## config.mk

```make
export PLATFORM = sky130hd
export DESIGN_NAME = channel_mem_reader
export DESIGN_NICKNAME = d
export VERILOG_FILES = /design/src/rtl/channel_mem_reader.sv
export SDC_FILE = /design/constraint.sdc
export NUM_CORES = 1
export LEC_CHECK = 0
export BUFFER_PORTS_ARGS = -buffer_cell sky130_fd_sc_hd__buf_2
export CORE_MARGIN = 5
export CORE_UTILIZATION = 57
export DETAILED_ROUTE_END_ITERATION = 10
export MAX_ROUTING_LAYER = met4
export PLACE_DENSITY = 0.8
export SYNTH_ARGS = -nofsm -noshare
export SYNTH_HDL_FRONTEND = slang
export SYNTH_SLANG_ARGS = --single-unit
```

## constraint.sdc

```tcl
create_clock -name clk -period 3.9 [get_ports clk]
set_input_delay 0.195 -clock clk [delete_from_list [all_inputs] [get_ports clk]]
set_output_delay 0.195 -clock clk [all_outputs]
set_load 0.005 [all_outputs]
```

## src/rtl/channel_mem_reader.sv

```systemverilog
// Purpose : read-side sequencer; streams len words from channel memory address 0, rep times, onto a valid/ready stream.
// Latency : start in cycle 0 -> CLR cycle 1, first issue cycle 2, first out_valid cycle 4; 1 word/cycle sustained, one bubble per pass wrap.
// Backpr. : issue is credit-gated against a 2-entry registered-output FIFO, so a stalled consumer never loses or duplicates a word.
//
// Ports:
//   clk, rst_n                  clock, asynchronous active-low reset
//   start, len, rep             run request; len/rep latched when start is accepted in IDLE
//   busy, done                  run in progress / one-cycle completion pulse
//   mem_rd_en/inc/clr           channel memory read controls
//   mem_data_in                 channel memory read data (valid the cycle after an issue)
//   out_valid/ready/data/last   output stream; out_last marks the final word of each pass
module channel_mem_reader #(
    parameter int DATA_WIDTH = 16,
    parameter int ADD_WIDTH  = 10,
    parameter int LEN_WIDTH  = ADD_WIDTH + 1,
    parameter int REP_WIDTH  = 4
) (
    input  logic                  clk,
    input  logic                  rst_n,
    input  logic                  start,
    input  logic [LEN_WIDTH-1:0]  len,
    input  logic [REP_WIDTH-1:0]  rep,
    output logic                  busy,
    output logic                  done,
    output logic                  mem_rd_en,
    output logic                  mem_rd_inc,
    output logic                  mem_rd_clr,
    input  logic [DATA_WIDTH-1:0] mem_data_in,
    output logic                  out_valid,
    input  logic                  out_ready,
    output logic [DATA_WIDTH-1:0] out_data,
    output logic                  out_last
);

    localparam logic [2:0] S_IDLE   = 3'd0;
    localparam logic [2:0] S_CLR    = 3'd1;
    localparam logic [2:0] S_STREAM = 3'd2;
    localparam logic [2:0] S_WRAP   = 3'd3;
    localparam logic [2:0] S_DRAIN  = 3'd4;

    typedef struct packed {
        logic                  last;
        logic [DATA_WIDTH-1:0] dat;
    } word_t;

    logic [2:0]           state;
    logic [LEN_WIDTH-1:0] len_q;
    logic [LEN_WIDTH-1:0] word_cnt;
    logic [REP_WIDTH-1:0] rep_q;
    logic [REP_WIDTH-1:0] pass_cnt;
    logic                 inflight;
    logic                 inflight_last;
    logic                 done_q;
    logic                 busy_q;

    logic [1:0]           fifo_cnt;
    word_t                fifo_q0;   // head entry, drives the stream outputs directly
    word_t                fifo_q1;

    logic                 pop;
    logic                 push;
    word_t                push_w;
    logic [2:0]           occ;
    logic                 issue;
    logic                 last_word;
    logic                 last_pass;

    always_comb begin
        pop       = (fifo_cnt != 2'd0) && out_ready;
        push      = inflight;
        push_w    = '{last: inflight_last, dat: mem_data_in};
        // Slots committed after this cycle: stored words plus the word in flight, minus the one leaving.
        occ       = 3'(fifo_cnt) + 3'(inflight) - 3'(pop);
        issue     = (state == S_STREAM) && (occ < 3'd2);
        last_word = (word_cnt == (len_q - LEN_WIDTH'(1)));
        last_pass = (pass_cnt == (rep_q - REP_WIDTH'(1)));
    end

    // Every state that can follow an issue keeps mem_rd_en high so the read data is presented for capture.
    always_comb begin
        mem_rd_en  = (state == S_STREAM) || (state == S_WRAP) || (state == S_DRAIN);
        mem_rd_clr = (state == S_CLR) || (state == S_WRAP);
        mem_rd_inc = issue;
    end

    always_ff @(posedge clk or negedge rst_n) begin
        if (!rst_n) begin
            state    <= S_IDLE;
            len_q    <= '0;
            rep_q    <= '0;
            word_cnt <= '0;
            pass_cnt <= '0;
            done_q   <= 1'b0;
            busy_q   <= 1'b0;
        end else begin
            done_q <= 1'b0;
            if (done_q) begin
                busy_q <= 1'b0;
            end
            case (state)
                S_IDLE: begin
                    if (start) begin
                        if ((len != '0) && (rep != '0)) begin
                            len_q  <= len;
                            rep_q  <= rep;
                            busy_q <= 1'b1;
                            state  <= S_CLR;
                        end else begin
                            // Empty request: acknowledge without touching the memory.
                            done_q <= 1'b1;
                        end
                    end
                end
                S_CLR: begin
                    word_cnt <= '0;
                    pass_cnt <= '0;
                    state    <= S_STREAM;
                end
                S_STREAM: begin
                    if (issue) begin
                        if (last_word) begin
                            word_cnt <= '0;
                            state    <= last_pass ? S_DRAIN : S_WRAP;
                        end else begin
                            word_cnt <= word_cnt + LEN_WIDTH'(1);
                        end
                    end
                end
                S_WRAP: begin
                    pass_cnt <= pass_cnt + REP_WIDTH'(1);
                    word_cnt <= '0;
                    state    <= S_STREAM;
                end
                S_DRAIN: begin
                    // Finish in the cycle the last word leaves, so done lands one cycle after its handshake.
                    if (!inflight && (fifo_cnt == {1'b0, pop})) begin
                        done_q <= 1'b1;
                        state  <= S_IDLE;
                    end
                end
                default: state <= S_IDLE;
            endcase
        end
    end

    always_ff @(posedge clk or negedge rst_n) begin
        if (!rst_n) begin
            inflight      <= 1'b0;
            inflight_last <= 1'b0;
        end else begin
            inflight      <= issue;
            inflight_last <= issue && last_word;
        end
    end

    // Two-entry FIFO with the head held in a register; the credit check keeps pushes off a full FIFO.
    always_ff @(posedge clk or negedge rst_n) begin
        if (!rst_n) begin
            fifo_cnt <= 2'd0;
            fifo_q0  <= '0;
            fifo_q1  <= '0;
        end else begin
            case ({push, pop})
                2'b10: begin
                    if (fifo_cnt == 2'd0) begin
                        fifo_q0 <= push_w;
                    end else begin
                        fifo_q1 <= push_w;
                    end
                    fifo_cnt <= fifo_cnt + 2'd1;
                end
                2'b01: begin
                    fifo_q0  <= fifo_q1;
                    fifo_cnt <= fifo_cnt - 2'd1;
                end
                2'b11: begin
                    if (fifo_cnt == 2'd1) begin
                        fifo_q0 <= push_w;
                    end else begin
                        fifo_q0 <= fifo_q1;
                        fifo_q1 <= push_w;
                    end
                end
                default: begin
                end
            endcase
        end
    end

    assign out_valid = (fifo_cnt != 2'd0);
    assign out_data  = fifo_q0.dat;
    assign out_last  = fifo_q0.last && out_valid;
    assign done      = done_q;
    assign busy      = busy_q;

endmodule

```

After elaboration in Yosys (flattened, before gate mapping)
Cells that the tools add are included.
{"block": "totals", "romBits": 0, "latchBits": 0, "inputBits": 35, "n_memories": 0, "word_cells": 94, "reg_bits": 73, "ramBits": 0}
{"block": "classes", "n_lt_le_gt_ge": 1, "n_shift": 0, "mux": 26, "reduce_logical": 26, "bitwise_logic": 0, "n_mul": 0, "div_mod_pow": 0, "n_eq_ne": 19, "addsub": 8}
{"op": "2-to-1 mux 17 bit", "n": 4}
{"op": "case mux 17 bit (3 select lines)", "n": 1}
{"op": "case mux 17 bit (2 select lines)", "n": 1}
{"op": "2-to-1 mux 11 bit", "n": 2}
{"op": "case mux 11 bit (2 select lines)", "n": 1}
{"op": "2-to-1 mux 3 bit", "n": 6}
{"op": "!= test 2 bit, second input constant", "n": 7}
{"op": "case mux 3 bit (4 select lines)", "n": 1}
{"op": "adder 11 x 1 -> 11 bit, second input constant", "n": 1}
{"op": "equality test 11 bit", "n": 1}
{"op": "nonzero test 11 bit", "n": 1}
{"op": "subtractor 11 x 1 -> 11 bit, second input constant", "n": 1}
{"op": "nonzero test 2 bit", "n": 5}
{"op": "case mux 4 bit (2 select lines)", "n": 1}
{"op": "2-to-1 mux 1 bit", "n": 7}
{"op": "equality test 3 x 2 -> 1 bit, second input constant", "n": 2}
{"op": "logical AND 1 bit", "n": 6}
{"op": "AND reduction 3 bit", "n": 2}
{"op": "AND reduction 5 bit", "n": 1}
{"op": "adder 4 x 1 -> 4 bit, second input constant", "n": 1}
{"op": "equality test 2 x 1 -> 1 bit, second input constant", "n": 2}
{"op": "equality test 2 bit, second input constant", "n": 2}
{"op": "equality test 4 bit", "n": 1}
{"op": "case mux 2 bit (2 select lines)", "n": 1}
{"op": "other kinds (19)", "n": 22}

Longest topological paths before layout
Gate-level depths: netlist (run 1).
{"block": "depth", "ltp_word": 7, "ltp_mapped": 16}

Worst setup path before layout (run 1)
No wires, ideal clock.
{"block": "synth_path", "path_kind": "register -> register", "from": "register fifo_cnt[1]", "to": "register word_cnt[3]", "arrival_time_ps": 3053, "n_path_buf": 2, "path_stages_with_launch": 17, "path_slack_ps": 767, "required_time_ps": 3820, "path_cell_list": "dfrtp_1 > inv_1 > ha_1 > inv_1 > nand2_1 > inv_1 > ha_1 > nand2b_1 > fa_1 > xnor2_1 > a31oi_1 > or2_2 > clkbuf_1 > clkbuf_1 > nor4_1 > o21ai_0 > o211ai_2"}
{"block": "synth_between", "elab_chain_cells": 7}
{"element": "start: declaration", "line_no": "56", "text": "logic [1:0] fifo_cnt;"}
{"element": "start signal: assignment", "line_no": "170", "text": "fifo_cnt <= fifo_cnt + 2'd1;"}
{"element": "start signal: assignment", "line_no": "174", "text": "fifo_cnt <= fifo_cnt - 2'd1;"}
{"element": "nonzero test 2 bit"}
{"element": "net out_valid", "line_no": "29", "text": "output logic out_valid,"}
{"element": "logical AND 1 bit", "line_no": "69", "text": "pop = (fifo_cnt != 2'd0) && out_ready;"}
{"element": "subtractor 3 x 1 -> 3 bit", "line_no": "73", "text": "occ = 3'(fifo_cnt) + 3'(inflight) - 3'(pop);"}
{"element": "less-than comparator 3 x 2 -> 1 bit", "line_no": "74", "text": "issue = (state == S_STREAM) && (occ < 3'd2);"}
{"element": "logical AND 1 bit", "line_no": "74"}
{"element": "!= test 2 bit (no source line)"}
{"element": "AND reduction 2 bit (no source line)"}
{"element": "end signal: assignment", "line_no": "125", "text": "word_cnt <= word_cnt + LEN_WIDTH'(1);"}
{"element": "end: declaration", "line_no": "48", "text": "logic [LEN_WIDTH-1:0] word_cnt;"}
The timed path passes the listed nets, and every way through them passes these cells.
A chain may end at the register's enable or synchronous reset.

Worst setup path in the final report (run 1)
{"block": "layout_path", "from": "register fifo_cnt[1]", "to": "register word_cnt[8]"}
{"block": "layout_between", "elab_chain_cells": 7}
{"element": "branches (longest 2 deep; another with adder 2 x 1 -> 3 bit)"}
{"element": "subtractor 3 x 1 -> 3 bit (*)", "line_no": "73"}
{"element": "less-than comparator 3 x 2 -> 1 bit (*)", "line_no": "74"}
{"element": "logical AND 1 bit (*)", "line_no": "74"}
{"element": "!= test 2 bit (no source line) (*)"}
{"element": "AND reduction 2 bit (no source line) (*)"}
Every way passes the cells marked *.

==> out/metrics.csv, run 1 <==
stage;metric;value;unit
synth;#FFs+latches synth;73;
timing;Layout Skew;0.0103;ns
clock_tree;CTS clk-pin slew, worst paths;0.08;ns
synth;cell with the most instances after synthesis;dfrtp_1;
synth;commonest cells in the netlist;dfrtp_1, nand2_1, mux2_2, o21ai_0, inv_1;
critical_path;critical path's slowest cell;dfrtp_1;
clock_tree;quantity of gates resized following cts;0;
routing;DR vias;2928;
critical_path;Crit path arrival time;3.60;ns
place;post-detail-place hpwl;6050;µm
job;max-cap check violation count;0;
critical_path;crit-path max cell delay;0.44;ns
critical_path;maximum fanout along the worst path;15;
routing;TritonRoute pass-1 iters;5;
timing;RSZ-0062 raised after global routing;no;
outcome;run status;complete, no violations;
grt;largest net degree at the start of global routing;51;
place;dpl cells;489;
grt;met1 usage;0.246;
timing;maximum clock rate;295;MHz
floorplan;DIE WIDTH;92.8;µm
routing;DR WL/cell;16.4;µm
critical_path;WP data required;4.11;ns
timing;Setup-failing EPs final;0;
clock_tree;H-tree levels;3;
synth;Primary FF master, synth;dfrtp_1;
power_and_ir_drop;Pleak;2.02;nW
synth;post-synthesis sequential area ratio;0.467;
grt;initial antenna violation count;0;
routing;DR DRC count;0;
clock_tree;CTS root buf;clkbuf_8;
synth;cell area after synthesis;0.00391;mm²
timing;Final period util;0.869;
layout;area grow syn2layout;11.1;%
routing;DR vias/cell;5.80;
routing;Iteration-0 DRC Markers;163;
place;dpl ws;0.566;ns
layout;ant diodes;0;
grt;gr busiest metal;met2;
grt;gr usage total;0.210;
critical_path;CP Launch Point;fifo_cnt[1];
timing;min Tclk post-route;3.39;ns
power_and_ir_drop;peak supply drop;0.370;mV
layout;share of cells above drive strength 1;0.275;
place;routability congestion estimate;0.851;
place;placed cell area;0.00414;mm²
clock_tree;CTS tree;done;
critical_path;FF-to-FF Start;fifo_cnt[1];
synth;EDFF count, synth;0;
critical_path;Most Frequent Cell on Critical Path;inv_1;
grt;Overflow after GRT;0;
synth;Synth top area share;0.467;
grt;vias in the first global route;2963;
clock_tree;Max clock buf depth;2;
synth;Syn Inst Count;380;
clock_tree;CTS Buf Count;9;
timing;setup ws final;0.510;ns
synth;Synth cell types;51;
grt;met3 Use GR;0.0496;
floorplan;Initial Util;0.582;
clock_tree;# Post-CTS Setup Buffers;0;
synth;Mean Syn Cell Area;10.3;µm²
timing;Fin Hold WS;0.0613;ns
layout;fin util;0.646;
power_and_ir_drop;pwr dens;841;mW/mm²
grt;first-pass GRT wire length;14000;µm
routing;Routed WL;8290;µm
synth;top cells by area, synth;dfrtp_1, mux2_2, nand2_1;
grt;M2 GR Usage;0.362;
timing;Final Hold Viols;0;
critical_path;element type at the critical path start;flop;
routing;antenna viol nets, final;0;
critical_path;critical-path cell list;inv_1, ha_1, inv_1, nand2_1, inv_1, ha_1, nand2b_1, fa_1, xnor2_1, a31oi_1, or2_2, nor4_1, xnor2_1, a21oi_1;
place;I/O Buffers;57;
floorplan;chip height;92.8;µm
timing;Slew headroom;0.248;
critical_path;Worst Reg2Reg Path Length in Cells;14;
timing;worst-margin pin slew;1.13;ns
synth;top cell type by total area after synthesis;dfrtp_1;
timing;total negative slack;0;ns
floorplan;die area;0.00861;mm²
synth;synth warn;0;
clock_tree;Sink Count;73;
floorplan;I/O pin count;58;
synth;asr flop ratio synth;1.00;
critical_path;Setup crit end kind;flop;
clock_tree;clock latency on the worst-skew pair;0.35;ns
min_path;Min-Delay Path Class;in2async;
synth;syn nets;426;
critical_path;critical setup path kind;reg2reg;
clock_tree;Post-CTS Hold Fix Bufs;0;
floorplan;row count;30;
layout;final std cells w/o fill;505;
layout;design area;0.00434;mm²
floorplan;core area;0.00672;mm²
timing;fin. max-slew vios;0;
power_and_ir_drop;Overall Power;3.65;mW
layout;Nets;466;
## report_power, final
group / total, mW / internal (mW) / leakage, nW / switching, mW
combinational: 1.66 / 0.751 / 1.03 / 0.911
clock: 0.623 / 0.331 / 0.103 / 0.292
sequential: 1.37 / 1.08 / 0.889 / 0.290
total: 3.65 / 2.16 / 2.02 / 1.49
## final timing paths
check,slack (ns),to
hold reg to reg,0.45,busy
hold / removal,0.06,out_data[3]
setup reg to reg,0.51,word_cnt[8]
min in group clk,0.09,fifo_q1[3]
setup / recovery,0.51,word_cnt[8]
max in group asynchronous,2.90,len_q[9]
## critical path: cells and delay by family (launching register included)
| kind | cells | cell delay [ns] |
|---|---|---|
| AO/OA/AOI/OAI | 2 | 0.20 |
| XOR/XNOR | 2 | 0.36 |
| adder cells (fa/ha/maj) | 3 | 0.94 |
| buffers and inverters | 3 | 0.28 |
| flip-flops | 1 | 0.44 |
| AND/OR/NAND/NOR | 4 | 1.03 |
## routing by layer
layer / wire (µm) / vias up
met3: 398 / 17
met1: 3600 / 1415
met4: 136 / 0
met5: 0 / -
li1: - / 1415
met2: 4160 / 81
## cell usage in the layout (no fill, tap or decap), types with 2 or more instances in the layout
cell / netlist / routed
a22oi_1: 17 / 17
mux2_2: 32 / 32
buf_4: 16 / 3
nor3b_1: 3 / 3
or3_1: 3 / 3
nand2b_1: 3 / 3
o221ai_1: 2 / 2
nand4_1: 3 / 3
inv_1: 18 / 18
buf_2: 0 / 57
nor3_1: 16 / 16
a31oi_1: 3 / 3
nand4b_1: 2 / 2
xor2_1: 11 / 11
nand2_1: 46 / 46
nor2b_1: 3 / 3
and2_1: 2 / 2
a21oi_1: 8 / 7
clkbuf_8: 0 / 11
nor4_1: 8 / 8
dfrtp_1: 73 / 73
o21ai_0: 24 / 24
nor2_1: 8 / 8
o31ai_1: 4 / 4
nand3_1: 9 / 9
o21ai_1: 2 / 2
xnor2_1: 15 / 15
ha_1: 10 / 10
or2_2: 2 / 2
## area by class of cell
cell class,count,area (µm²)
Sequential cell,73,1830
Multi-Input combinational cell,258,1830
Clock inverter,4,51.3
Inverter,18,67.6
Tap cell,80,100
Fill cell,549,2380
Clock buffer,12,155
Timing Repair Buffer,60,308
## registers in the layout, indices dropped and copies added (netlist names), 2 cells and up
name and cells:
fifo_cnt 2, word_cnt 11, rep_q 4, state 3, pass_cnt 4, fifo_q1 17
len_q 11, out_data 16
## kinds of logic (layout without fill, tap and decap cells)
family	Yosys count	in the layout	synth area share
compound gates	72	72	0.124
mux	32	32	0.0922
buf+inv	49	94	0.0643
simple gates	117	117	0.157
xor+xnor	26	26	0.0583
fa+ha+maj	11	11	0.0371
flops	73	73	0.467
(Power assumes the default switching activity.)
==> run 2, diff against run 1 <==
ABC_CLOCK_PERIOD_IN_PS = 3000   (was default)
CORE_UTILIZATION = 52   (was 57)
PLACE_DENSITY = 0.77   (was 0.8)
clock period = 3 ns   (was 3.9 ns; I/O delays follow)
==> run 2 against run 1 <==
  * Register-to-register slack got worse by 0.35 ns
  * Cell area increased by 4.1%
  * Setup slack lost 0.40 ns
  * First-iteration DRC count is 31% higher
  * Utilization down 2.6 points
==> out/metrics.csv, run 2 (synthesis results as in run 1) <==
stage;metric;value;unit
outcome;run status;complete, no violations;
routing;DR vias/cell;5.52;
job;max-cap check violation count;0;
power_and_ir_drop;peak supply drop;0.548;mV
power_and_ir_drop;Pleak;2.08;nW
layout;fillers;610;
place;placed cell area;0.00425;mm²
critical_path;Setup crit end kind;primary output;
routing;TritonRoute pass-1 iters;4;
layout;most flop-heavy register;fifo_q1;
timing;RSZ-0062 raised after global routing;no;
critical_path;r2r setup slk;0.16;ns
floorplan;die area;0.00935;mm²
floorplan;I/O pin count;58;
layout;ant diodes;0;
critical_path;maximum fanout along the worst path;3;
layout;share of cells above drive strength 1;0.326;
critical_path;element type at the critical path start;flop;
layout;Nets;479;
timing;Setup-failing EPs final;0;
critical_path;Most Frequent Cell on Critical Path;inv_2;
place;routability congestion estimate;0.891;
timing;Layout Skew;0.00882;ns
clock_tree;CTS root buf;clkbuf_8;
min_path;Hold Startpoint;mem_data_in[15];
routing;DR vias;2962;
layout;most common cell after layout, fill and taps aside;dfrtp_1;
place;I/O Buffers;57;
critical_path;Crit path arrival time;2.74;ns
place;post-detail-place hpwl;5940;µm
clock_tree;CTS Buf Count;9;
timing;fin. max-slew vios;0;
floorplan;core area;0.00729;mm²
critical_path;critical setup path kind;reg2out;
grt;initial antenna violation count;0;
timing;min Tclk post-route;2.89;ns
critical_path;WP data required;2.85;ns
timing;Slew headroom;0.425;
routing;Routed WL;8070;µm
timing;maximum clock rate;347;MHz
grt;largest net degree at the start of global routing;74;
min_path;WHS Endpoint;fifo_q1[15];
routing;antenna viol nets, final;0;
grt;Overflow after GRT;0;
grt;first-pass GRT wire length;14000;µm
timing;total negative slack;0;ns
layout;commonest cells after routing, fill and taps aside;dfrtp_1, buf_2, nand2_1;
clock_tree;H-tree levels;3;
routing;DR DRC count;0;
layout;area grow syn2layout;15.7;%
routing;Iteration-0 DRC Markers;214;
grt;gr usage total;0.185;
timing;Fin Hold WS;0.0277;ns
place;dpl ws;-0.0270;ns
routing;DR WL/cell;15.0;µm
clock_tree;CTS tree;done;
clock_tree;clock latency on the worst-skew pair;0.36;ns
floorplan;chip height;96.7;µm
grt;vias in the first global route;3074;
layout;design area;0.00452;mm²
layout;Largest register FFs;17;
clock_tree;Sink Count;73;
power_and_ir_drop;Overall Power;4.94;mW
timing;worst-margin pin slew;0.858;ns
clock_tree;Max clock buf depth;2;
floorplan;DIE WIDTH;96.7;µm
timing;Final period util;0.962;
critical_path;worst r2r dst;state[0];
power_and_ir_drop;pwr dens;1090;mW/mm²
floorplan;row count;31;
critical_path;crit-path max cell delay;0.41;ns
timing;setup ws final;0.115;ns
clock_tree;CTS clk-pin slew, worst paths;0.09;ns
critical_path;Worst Reg2Reg Path Length in Cells;14;
timing;Final Hold Viols;0;
critical_path;critical path's slowest cell;dfrtp_2;
critical_path;critical-path cell list;inv_2, ha_4, inv_2, nand2_2, inv_2, ha_4, nand2b_4, fa_2, xnor2_2, nand2_1, or3_4, inv_4, buf_6;
critical_path;FF-to-FF Start;fifo_cnt[1];
floorplan;Initial Util;0.536;
min_path;Hold Crit Depth;2;
min_path;Min-Delay Path Class;in2reg;
[run 2: cell types whose count changed in the layout (fill, tap and decap cells not counted), moves of 2 or more]
cell / before / now
inv_2: 0 / 4
ha_4: 0 / 2
inv_6: 0 / 3
clkbuf_8: 11 / 9
buf_4: 3 / 14
inv_1: 18 / 13
ha_1: 10 / 8
[run 2: area by class of cell]
cell class              instances  area [µm²]  area share
multi-input cells             258        1890       0.417
flip-flops and latches         73        1830       0.404
clock buffers                   9         124      0.0274
clock inverters                 7        61.3      0.0136
inverters                      18        70.1      0.0155
well taps                      99         124      0.0274
repair buffers                 73         427      0.0944
[run 2: through the flow]
stage	util	cells
floorplan	-	380
global placement	0.583	515
detailed placement	0.583	515
CTS	0.613	532
global route	0.620	537
finish	0.620	537
[run 2: where the power goes]
part | internal [mW] | leakage (nW) | switching (mW) | total [mW]
sequential | 1.40 | 0.887 | 0.372 | 1.77
clock | 0.315 | 0.0888 | 0.412 | 0.727
combinational | 1.21 | 1.10 | 1.24 | 2.45
[run 2: worst max-delay path by stage]
stage,start,slack [ns],to,depth (start not counted)
finish,fifo_cnt[1],0.11,mem_rd_inc,13
CTS,fifo_cnt[0],0.03,mem_rd_inc,13
global route,fifo_cnt[1],0.01,mem_rd_inc,13
floorplan,fifo_cnt[1],0.04,word_cnt[3],15
detailed placement,fifo_cnt[0],-0.03,word_cnt[8],14
global placement,fifo_cnt[0],0.12,word_cnt[4],15
[run 2: worst max-delay path: cells and delay by family (launching register included)]
kind / cells / cell delay (ns)
adders and majority gates: 3 / 0.73
and+or+nand+nor: 4 / 0.72
DFF: 1 / 0.41
buffers and inverters: 5 / 0.31
xor gates and xnor gates: 1 / 0.19
[run 2: repair_timing]
item / CTS / global route
pin swaps: 3 / 6
endpoints found under the setup margin: 3 / 9
endpoints found under the hold margin: 73 / 0
gates resized for setup: 4 / 7
setup buffers: 0 / 5
hold buffers: 1 / 0
[run 2: layer usage]
| layer | up-vias | routed length [µm] | global-route usage | part of all wire |
|---|---|---|---|---|
| met5 | - | 0 | - | 0 |
| met4 | 0 | 134 | 0.0691 | 0.017 |
| met3 | 14 | 330 | 0.0403 | 0.041 |
| met2 | 64 | 4140 | 0.307 | 0.51 |
| met1 | 1436 | 3470 | 0.222 | 0.43 |
| li1 | 1448 | - | - | - |
